### src/rtl/up_pkg.sv
// ---------------------------------------------------------------------------
// up_pkg -- shared definitions for the two-stage processing unit.
//
// Contents:
//   fs_e        : 4-bit function-select encodings of the function unit
//   FLAG_*      : bit positions inside the 4-bit {V,C,N,Z} flag vector
//   control-word field offsets: fixed LSB positions for the low fields and
//   helper functions for the address fields, whose position depends on AW
//
// Control word layout, MSB -> LSB:
//   DA[AW] | AA[AW] | BA[AW] | MB | FS[4] | MD | RW
// ---------------------------------------------------------------------------
package up_pkg;

    typedef enum logic [3:0] {
        FS_TSF_A     = 4'b0000,  // F = A
        FS_INC_A     = 4'b0001,  // F = A + 1
        FS_ADD       = 4'b0010,  // F = A + B
        FS_ADD_INC   = 4'b0011,  // F = A + B + 1
        FS_ADD_NOTB  = 4'b0100,  // F = A + ~B
        FS_SUB       = 4'b0101,  // F = A + ~B + 1 (A - B)
        FS_DEC_A     = 4'b0110,  // F = A - 1
        FS_TSF_A_ALT = 4'b0111,  // F = A (second encoding)
        FS_AND       = 4'b1000,
        FS_OR        = 4'b1001,
        FS_XOR       = 4'b1010,
        FS_NOT_A     = 4'b1011,
        FS_TSF_B     = 4'b1100,  // F = B
        FS_SHR_B     = 4'b1101,  // F = B >> 1, zero fill
        FS_SHL_B     = 4'b1110,  // F = B << 1, zero fill
        FS_ZERO      = 4'b1111
    } fs_e;

    // Flag vector is {V,C,N,Z}
    localparam int FLAG_Z = 0;
    localparam int FLAG_N = 1;
    localparam int FLAG_C = 2;
    localparam int FLAG_V = 3;

    // Fixed-position low fields of the control word
    localparam int RW_BIT = 0;
    localparam int MD_BIT = 1;
    localparam int FS_LSB = 2;
    localparam int MB_BIT = 6;
    localparam int BA_LSB = 7;

    function automatic int aa_lsb(input int aw);
        return BA_LSB + aw;
    endfunction

    function automatic int da_lsb(input int aw);
        return BA_LSB + 2 * aw;
    endfunction

    function automatic int ctl_width(input int aw);
        return 3 * aw + 7;
    endfunction

endpackage

### src/rtl/unidad_funcional.sv
// ---------------------------------------------------------------------------
// unidad_funcional -- purely combinational ALU + shifter + flag generator.
//
// Ports:
//   a, b   [W-1:0] in  : operand buses A and B
//   fs     [3:0]   in  : function select (see up_pkg::fs_e)
//   f      [W-1:0] out : result
//   flags  [3:0]   out : {V,C,N,Z} of the result
//
// All arithmetic encodings (0000-0111) are folded into one adder computing
// A + Y + cin, so carry and overflow come from a single W-bit add.
// ---------------------------------------------------------------------------
module unidad_funcional
    import up_pkg::*;
#(
    parameter int W = 4
) (
    input  logic [W-1:0] a,
    input  logic [W-1:0] b,
    input  logic [3:0]   fs,
    output logic [W-1:0] f,
    output logic [3:0]   flags
);

    logic [W-1:0] add_y;
    logic         add_cin;
    logic         arith;
    logic [W:0]   sum;
    logic         carry;
    logic         ovf;

    // Select the second adder operand and carry-in for the arithmetic group
    always_comb begin
        add_y   = '0;
        add_cin = 1'b0;
        arith   = 1'b1;
        case (fs_e'(fs))
            FS_TSF_A, FS_TSF_A_ALT: begin
            end
            FS_INC_A: add_cin = 1'b1;
            FS_ADD: add_y = b;
            FS_ADD_INC: begin
                add_y   = b;
                add_cin = 1'b1;
            end
            FS_ADD_NOTB: add_y = ~b;
            FS_SUB: begin
                add_y   = ~b;
                add_cin = 1'b1;
            end
            // A - 1 is A + all-ones: carry out is set unless A == 0
            FS_DEC_A: add_y = '1;
            default: arith = 1'b0;
        endcase
    end

    assign sum = {1'b0, a} + {1'b0, add_y} + {{W{1'b0}}, add_cin};

    always_comb begin
        f     = '0;
        carry = 1'b0;
        ovf   = 1'b0;
        if (arith) begin
            f     = sum[W-1:0];
            carry = sum[W];
            // Signed overflow: operands share a sign the result does not
            ovf   = (a[W-1] == add_y[W-1]) && (sum[W-1] != a[W-1]);
        end else begin
            case (fs_e'(fs))
                FS_AND:   f = a & b;
                FS_OR:    f = a | b;
                FS_XOR:   f = a ^ b;
                FS_NOT_A: f = ~a;
                FS_TSF_B: f = b;
                FS_SHR_B: begin
                    f     = {1'b0, b[W-1:1]};
                    carry = b[0];
                end
                FS_SHL_B: begin
                    f     = {b[W-2:0], 1'b0};
                    carry = b[W-1];
                end
                default:  f = '0;
            endcase
        end
    end

    always_comb begin
        flags         = '0;
        flags[FLAG_V] = ovf;
        flags[FLAG_C] = carry;
        flags[FLAG_N] = f[W-1];
        flags[FLAG_Z] = (f == '0);
    end

endmodule

### src/rtl/unidad_procesadora_pipe.sv
// ---------------------------------------------------------------------------
// unidad_procesadora_pipe -- two-stage (EX -> WB) datapath with a register
// file, operand forwarding and valid/ready handshakes on both sides.
//
// Ports:
//   clk          in        : clock, all state on rising edge
//   rst_n        in        : asynchronous active-low reset
//   in_valid     in        : control word / operands presented
//   in_ready     out       : op accepted this cycle when in_valid is high
//   control      in  [CW]  : {DA, AA, BA, MB, FS[4], MD, RW}
//   datain       in  [W]   : external writeback data (MD = 1)
//   constant_in  in  [W]   : replaces bus B when MB = 1
//   flags        out [4]   : {V,C,N,Z} of the op held in WB
//   dataout      out [W]   : bus B value of the op held in WB
//   adr_out      out [W]   : bus A value of the op held in WB
//   out_valid    out       : WB holds a valid op
//   out_ready    in        : downstream takes the WB op this cycle
//
// EX reads the register file, muxes the operands and runs the function unit;
// the results are registered into WB. The register file is written when the
// WB op leaves (out_valid && out_ready), so a reader in EX on that same cycle
// gets the value through the forwarding path instead of the stale register.
// ---------------------------------------------------------------------------
module unidad_procesadora_pipe
    import up_pkg::*;
#(
    parameter int W    = 4,
    parameter int NREG = 8,
    localparam int AW  = $clog2(NREG),
    localparam int CW  = ctl_width(AW)
) (
    input  logic          clk,
    input  logic          rst_n,
    input  logic          in_valid,
    output logic          in_ready,
    input  logic [CW-1:0] control,
    input  logic [W-1:0]  datain,
    input  logic [W-1:0]  constant_in,
    output logic [3:0]    flags,
    output logic [W-1:0]  dataout,
    output logic [W-1:0]  adr_out,
    output logic          out_valid,
    input  logic          out_ready
);

    localparam int AA_LSB = aa_lsb(AW);
    localparam int DA_LSB = da_lsb(AW);

    // ---------------- control word decode (EX) ----------------
    logic [AW-1:0] ex_da;
    logic [AW-1:0] ex_aa;
    logic [AW-1:0] ex_ba;
    logic          ex_mb;
    logic [3:0]    ex_fs;
    logic          ex_md;
    logic          ex_rw;

    assign ex_da = control[DA_LSB +: AW];
    assign ex_aa = control[AA_LSB +: AW];
    assign ex_ba = control[BA_LSB +: AW];
    assign ex_mb = control[MB_BIT];
    assign ex_fs = control[FS_LSB +: 4];
    assign ex_md = control[MD_BIT];
    assign ex_rw = control[RW_BIT];

    // ---------------- state ----------------
    logic [W-1:0]  regs [NREG];

    logic          out_valid_reg;
    logic [3:0]    flags_reg;
    logic [W-1:0]  dataout_reg;
    logic [W-1:0]  adr_out_reg;
    logic [AW-1:0] wb_da_reg;
    logic          wb_rw_reg;
    logic [W-1:0]  wb_wdata_reg;

    // ---------------- handshakes ----------------
    logic wb_fire;
    logic wb_write;
    logic accept;

    assign wb_fire  = out_valid_reg && out_ready;
    assign wb_write = wb_fire && wb_rw_reg;
    assign in_ready = !out_valid_reg || out_ready;
    assign accept   = in_valid && in_ready;

    // ---------------- operand read with forwarding ----------------
    logic [W-1:0] reg_a;
    logic [W-1:0] reg_b;
    logic [W-1:0] bus_a;
    logic [W-1:0] bus_b;

    assign reg_a = regs[ex_aa];
    assign reg_b = regs[ex_ba];

    always_comb begin
        bus_a = reg_a;
        if (wb_write && (wb_da_reg == ex_aa)) begin
            bus_a = wb_wdata_reg;
        end
    end

    // The constant takes priority: forwarding into B only matters when
    // B actually comes from the register file.
    always_comb begin
        bus_b = reg_b;
        if (ex_mb) begin
            bus_b = constant_in;
        end else if (wb_write && (wb_da_reg == ex_ba)) begin
            bus_b = wb_wdata_reg;
        end
    end

    // ---------------- function unit ----------------
    logic [W-1:0] fu_f;
    logic [3:0]   fu_flags;
    logic [W-1:0] ex_wdata;

    unidad_funcional #(
        .W (W)
    ) u_funcional (
        .a     (bus_a),
        .b     (bus_b),
        .fs    (ex_fs),
        .f     (fu_f),
        .flags (fu_flags)
    );

    assign ex_wdata = ex_md ? datain : fu_f;

    // ---------------- register file ----------------
    // Written only on the WB transfer cycle; an op stalled by out_ready low,
    // or wiped by reset, never reaches the file.
    always_ff @(posedge clk or negedge rst_n) begin
        if (!rst_n) begin
            for (int i = 0; i < NREG; i++) begin
                regs[i] <= '0;
            end
        end else if (wb_write) begin
            regs[wb_da_reg] <= wb_wdata_reg;
        end
    end

    // ---------------- EX -> WB pipeline register ----------------
    // Loads on accept (which covers the same-cycle drain-and-refill case);
    // when WB drains with nothing behind it only out_valid drops, the
    // visible outputs keep their last values.
    always_ff @(posedge clk or negedge rst_n) begin
        if (!rst_n) begin
            out_valid_reg <= 1'b0;
            flags_reg     <= '0;
            dataout_reg   <= '0;
            adr_out_reg   <= '0;
            wb_da_reg     <= '0;
            wb_rw_reg     <= 1'b0;
            wb_wdata_reg  <= '0;
        end else if (accept) begin
            out_valid_reg <= 1'b1;
            flags_reg     <= fu_flags;
            dataout_reg   <= bus_b;
            adr_out_reg   <= bus_a;
            wb_da_reg     <= ex_da;
            wb_rw_reg     <= ex_rw;
            wb_wdata_reg  <= ex_wdata;
        end else if (wb_fire) begin
            out_valid_reg <= 1'b0;
        end
    end

    assign out_valid = out_valid_reg;
    assign flags     = flags_reg;
    assign dataout   = dataout_reg;
    assign adr_out   = adr_out_reg;

endmodule
### config.mk
export PLATFORM = sky130hd
export DESIGN_NAME = unidad_procesadora_pipe
export DESIGN_NICKNAME = d
export VERILOG_FILES = /design/src/rtl/up_pkg.sv /design/src/rtl/unidad_funcional.sv /design/src/rtl/unidad_procesadora_pipe.sv
export SDC_FILE = /design/constraint.sdc
export NUM_CORES = 1
export LEC_CHECK = 0
export CORE_MARGIN = 4
export CORE_UTILIZATION = 55
export DETAILED_ROUTE_END_ITERATION = 8
export GPL_TIMING_DRIVEN = 0
export PLACE_DENSITY = 0.88
export SLEW_MARGIN = 10
export SYNTH_ARGS = -nofsm -noshare
export SYNTH_HDL_FRONTEND = slang
export SYNTH_SLANG_ARGS = --single-unit
### constraint.sdc
create_clock -name clk -period 10.2 [get_ports clk]
set_input_delay 2.04 -clock clk [delete_from_list [all_inputs] [get_ports clk]]
set_output_delay 2.04 -clock clk [all_outputs]
set_load 0.01 [all_outputs]
## Yosys cells after proc, flatten, opt, wreduce, memory -nomap -nowiden

Cells that the tools add are included.

| word-level totals | value |
|---|---|
| flip-flop bits (word level) | 53 |
| bits of input ports | 28 |
| output and inout port bits | 14 |
| word-level logic and storage cells | 86 |

| operators by class | value |
|---|---|
| add/sub/neg operators | 2 |
| $lt $le $gt $ge | 4 |
| equal/unequal tests | 18 |
| muxes and demuxes | 23 |
| bitwise operators | 8 |
| reductions and logical operators | 16 |

Operators by type and width:

| cell | number |
|---|---|
| 4-bit two-way mux | 10 |
| 32-bit bitwise mux | 1 |
| 4-bit equality test (second input constant) | 7 |
| 4-bit case mux with 7 select lines | 1 |
| 4-bit binary-select mux with 3-bit select | 2 |
| 4-bit by 3-bit equality test with 1-bit output (second input constant) | 4 |
| 4-bit demux with 3-bit select | 1 |
| 4-bit greater-or-equal comparator (second input constant) | 3 |
| 3-bit inverter with 4-bit output | 3 |
| 4-bit case mux with 3 select lines | 1 |
| 4-bit by 2-bit equality test with 1-bit output (second input constant) | 2 |
| 4-bit zero test | 2 |
| 4-bit inverter | 2 |
| 8-bit OR reduction | 1 |
| 1-bit logical AND | 7 |
| 3-bit equality test | 2 |
| 1-bit two-way mux | 6 |
| 4-bit by 4-bit adder with 5-bit output | 1 |
| 5-bit by 1-bit adder with 5-bit output | 1 |
| 4-bit AND | 1 |
| 4-bit by 1-bit equality test with 1-bit output (second input constant) | 1 |
| 4-bit by 1-bit less-than comparator with 1-bit output (second input constant) | 1 |
| 4-bit bitwise OR | 1 |
| 2-bit OR reduction | 2 |
| other kinds (8) | 8 |

## Depth between registers and ports, before layout

| logic depth | value |
|---|---|
| word-level depth | 13 |
| depth in mapped cells | 16 |
| gate-level depth less buffers | 15 |

## Hierarchy

Synthesis repeated with hierarchy kept, for this count alone.

| unflattened totals | value |
|---|---|
| cell total of the unflattened synthesis | 325 |
| area, all modules | 3588.4 um2 |

Modules (own cells, without submodules):

| module | times used | cells an instance | area an instance (um2) |
|---|---|---|---|
| unidad_procesadora_pipe | 1 | 221 | 2836.5 |
| unidad_funcional | 1 | 104 | 752.0 |

## Least setup slack after synthesis

OpenSTA, ideal clock, no wires.

| path | value |
|---|---|
| path kind | input port to flip-flop |
| start | input control[8] |
| end | register flags_reg[0] (netlist: flags[0]) |
| arrival time | 5.734 ns |
| data required time | 10.096 ns |
| slack | 4.362 ns |
| cell stages on the path | 16 |
| path buffers | 1 |
| cells stage by stage | buf_6 mux4_1 mux2_2 mux2i_1 nor2_1 a21oi_1 mux2_2 and2_1 ha_1 nor2b_1 o21ai_0 nor3b_1 o31ai_1 or4_4 or2_0 o41ai_2 |

| between the ends | value |
|---|---|
| longest elaborated chain between the ends | 12 |
| elaborated cells on any way between the ends | 18 |
| classes of those cells | 2 x add/sub; 1 x eq/ne; 8 x mux; 5 x bitwise; 2 x reduce/logical |

Ends and longest elaborated chain:

| item | RTL line | text |
|---|---|---|
| start, declared | unidad_procesadora_pipe.sv:36 | `input logic [CW-1:0] control,` |
| 3-bit inverter with 4-bit output (implied by the code) | unidad_procesadora_pipe.sv:94 | `assign reg_b = regs[ex_ba];` |
| 4-bit binary-select mux with 3-bit select | unidad_procesadora_pipe.sv:94 |  |
| 4-bit two-way mux (implied by the code) (2 in a row) | unidad_procesadora_pipe.sv:94 |  |
| 4-bit two-way mux * | unidad_procesadora_pipe.sv:109 | `end else if (wb_write && (wb_da_reg == ex_ba)) begin` |
| 4-bit two-way mux * | unidad_procesadora_pipe.sv:107 | `if (ex_mb) begin` |
| 4-bit inverter | unidad_funcional.sv:46, unidad_funcional.sv:48 |  |
| 4-bit case mux with 3 select lines | unidad_funcional.sv:37 | `case (fs_e'(fs))` |
| 4-bit by 4-bit adder with 5-bit output | unidad_funcional.sv:57 | `assign sum = {1'b0, a} + {1'b0, add_y} + {{W{1'b0}}, add_cin};` |
| 5-bit by 1-bit adder with 5-bit output | unidad_funcional.sv:57 |  |
| 4-bit two-way mux * | unidad_funcional.sv:63 | `if (arith) begin` |
| 4-bit zero test * | unidad_funcional.sv:93 | `flags[FLAG_Z] = (f == '0);` |
| end signal, assigned | unidad_procesadora_pipe.sv:159 | `flags_reg <= fu_flags;` |
| end, declared | unidad_procesadora_pipe.sv:70 | `logic [3:0] flags_reg;` |

Mark *: on every way between the ends. The rest lies on a longest branch, timed or not. The select of a mux whose other input is x is not followed.
A chain may end at the register's enable or synchronous reset.

## Worst setup path after layout

Same ends and word-level chain as after synthesis.

==> run_results.csv <==
group,metric,value,unit
run_status,outcome,"complete, no violations",
placement,postPlaceCellArea,0.004024,mm²
pwr,clkPwrFrac,17.3,%
layout,register_area,0.001326,mm²
yosys,yosysTopAreaCellShare,37.02,%
critical_path,worstPathRequired,10.42,ns
pwr,share_seq_of_total_power,38.9,%
layout,top_register,"regs",
pwr,swShare,34.89,%
cts,cts_sinks,53,
pwr,leakagePower,1.808,nW
yosys,yosysWarnings,0,
drt,first_pass_iters,4,
pwr,power.density,216.3,mW/mm²
yosys,syn_area,0.003582,mm²
yosys,syn-instance-count,331,
layout,largest_reg_flops,32,
pwr,switchingPower,0.0003131,W
critical_path,crit_type,"primary input to flip-flop",
yosys,synth_edf_count,0,
yosys,syn_nets,370,
pwr,ir_worst_vdd,137.2,µV
drt,wirelength,8720,µm
drt,viasPerCell,6.287,
drt,drt-initial-drc-count,244,
layout,syn2layout_area_growth,15.79,%
drt,ant_nets,0,
placement,place.gp.congestion,0.9477,
timing,fin_skew,0.007700,ns
layout,post-route-util,65.32,%
grt,grt_pass1_wl,14290,µm
timing,setup_tns,0,ns
critical_path,crit_path_end_kind,"flip-flop",
pwr,intPower,0.0005843,W
layout,multi_input_area,0.002090,mm²
layout,drive_above_1_share,21.72,%
layout,fill_cells,469,
pwr,power,0.0008973,W
floorplanning,die_h,88.71,µm
floorplanning,fp.dieW,88.71,µm
layout,diodes,0,
layout,final_common_cell,"dfrtp_1",
critical_path,cp_max_fo,8,
run,maxCapViolCount,0,
drt,vias,2829,
floorplanning,fp-row-count,29,
placement,dp_hpwl,6595,µm
timing,fin_crit,6.127,ns
timing,timing.final.crit_share,60.07,%
yosys,synth_area_per_cell,10.82,µm²
drt,drc,0,
yosys,synth-seq-cells,53,
yosys,ys_seq_area_share,37.02,%
yosys,async_flop_share,100.0,%
grt,track_usage,23.82,%
timing,hold_violations,0,
timing,slew_headroom,44.82,%
drt,wl_per_cell,19.38,µm
grt,antenna_found_initial,0,
cts,hold_buffers,0,
grt,grt_max_degree,39,
cts,h-tree-depth,2,
yosys,synth.distinct_cells,57,
critical_path,startpoint_type,"primary input",
grt,overflow,0,
layout,final_cell_mix,"53 x dfrtp_1, 45 x mux2_2, 32 x clkdlybuf4s50_1",
floorplanning,dieArea,0.007869,mm²
timing,max_freq,0.1632,GHz
floorplanning,ios,42,
cts,clkTransAtPathRegs,0.10,ns
cts,clockBufferDepth,2,
hold_path,holdCritPathClass,"flip-flop to flip-flop",
layout,fin_nets,411,
pwr,power_frac_comb,43.8,%
floorplanning,core_area,0.006350,mm²
yosys,synth_top_cell_by_area,"dfrtp_1",
timing,whs,0.4829,ns
floorplanning,initial_core_util,56.41,%
yosys,synth_area_leaders,"dfrtp_1 37%, mux2_2 14%, mux4_2 8.8%",
yosys,ys.flop_type,"dfrtp_1",
cts,post_cts_buffers,0,
cts,cts_buffers,5,
critical_path,arrival,6.34,ns
placement,port_buffers,33,
cts,clk_latency,0.32,ns
timing,worst_pin_slew,0.8165,ns
cts,cts_resized,0,
grt,first_global_vias,2891,
timing,slew_viol_final,0,
layout,stdcell_area,0.004148,mm²
cts,cts-root-buf,"clkbuf_8",
timing,finalSetupViolCount,0,
cts,cts_tree,"built",
timing,grt_setup_unrepaired,"false",
==> through the flow <==
| step | std cells | setup WS, ns |
|---|---|---|
| final | 450 | 4.073 |
| after global routing | 450 | 3.842 |
| after CTS | 450 | 4.089 |
| after detailed placement | 442 | 3.818 |
| after global placement | 441 | 3.869 |
| after floorplan | 331 | 4.362 |
==> critical path, cell delays in order <==
cell,delay [ns]
buf_6,0.14
mux4_1,0.58
mux2_2,0.30
mux2i_1,0.13
nor2_1,0.07
a21oi_1,0.42
mux2_2,0.40
and2_1,0.17
ha_1,0.26
nor2b_1,0.12
o21ai_0,0.26
nor3b_1,0.24
o31ai_1,0.13
or4_4,0.59
or2_0,0.27
o41ai_2,0.22
==> power by group through the flow <==
stage               combinational, W  clock, W  sequential, W
detailed placement          0.000389         0       0.000353
finish                      0.000393  0.000155       0.000349
floorplan                   0.000267         0       0.000341
CTS                         0.000393  0.000158       0.000348
global placement            0.000376         0       0.000343
global route                0.000430  0.000165       0.000360
==> Yosys cell counts, types with 6 or more instances <==
cell type and number:
a21oi_1 9, clkbuf_1 19, dfrtp_1 53, ha_1 9, inv_1 12, mux2_2 45, mux2i_1 12, mux4_2 14
nand2_1 31, nand3_1 6, nor2_1 9, nor3_1 7, o21ai_0 24, xnor2_1 6
==> logic make-up (layout without fill, tap and decap cells) <==
| family | count (synthesis) | count (layout) | synth area share [%] |
|---|---|---|---|
| compound gates | 62 | 62 | 11.25 |
| xor+xnor | 8 | 8 | 1.956 |
| fa+ha+maj | 11 | 11 | 4.261 |
| buf+inv | 39 | 81 | 4.645 |
| flops | 53 | 53 | 37.02 |
| mux | 74 | 74 | 28.19 |
| simple gates | 84 | 84 | 12.68 |
==> worst paths after layout <==
kind	endpoint	cells after the start	startpoint	slack (ns)
max in group asynchronous	wb_da_reg[2]$_DFFE_PN0P_	2	rst_n	8.06
max reg2reg	flags[0]$_DFFE_PN0P_	15	regs[25]$_DFFE_PN0P_	5.58
min reg2reg	flags[2]$_DFFE_PN0P_	2	flags[2]$_DFFE_PN0P_	0.48
min	flags[2]$_DFFE_PN0P_	2	flags[2]$_DFFE_PN0P_	0.48
min in group asynchronous	dataout[0]$_DFFE_PN0P_	1	rst_n	1.62
max	flags[0]$_DFFE_PN0P_	16	control[8]	4.07
==> area by class of cell <==
class / count / share of cell area [%]
clock buffer: 6 / 1.991
sequential: 53 / 31.98
clock inverter: 2 / 0.9955
inverter: 12 / 1.086
timing repair buffer: 34 / 8.326
multi-input combinational: 239 / 50.38
tap: 77 / 2.323
buffer: 27 / 2.926
==> per-layer routing <==
metal	track usage, %	wire length, µm	vias to the layer above
li1	-	-	1300
met1	29.85	3437	1391
met2	38.80	4359	115
met3	5.121	619	23
met4	12.09	303	0
met5	0	0	-
Power figures use the tool's default switching activity.
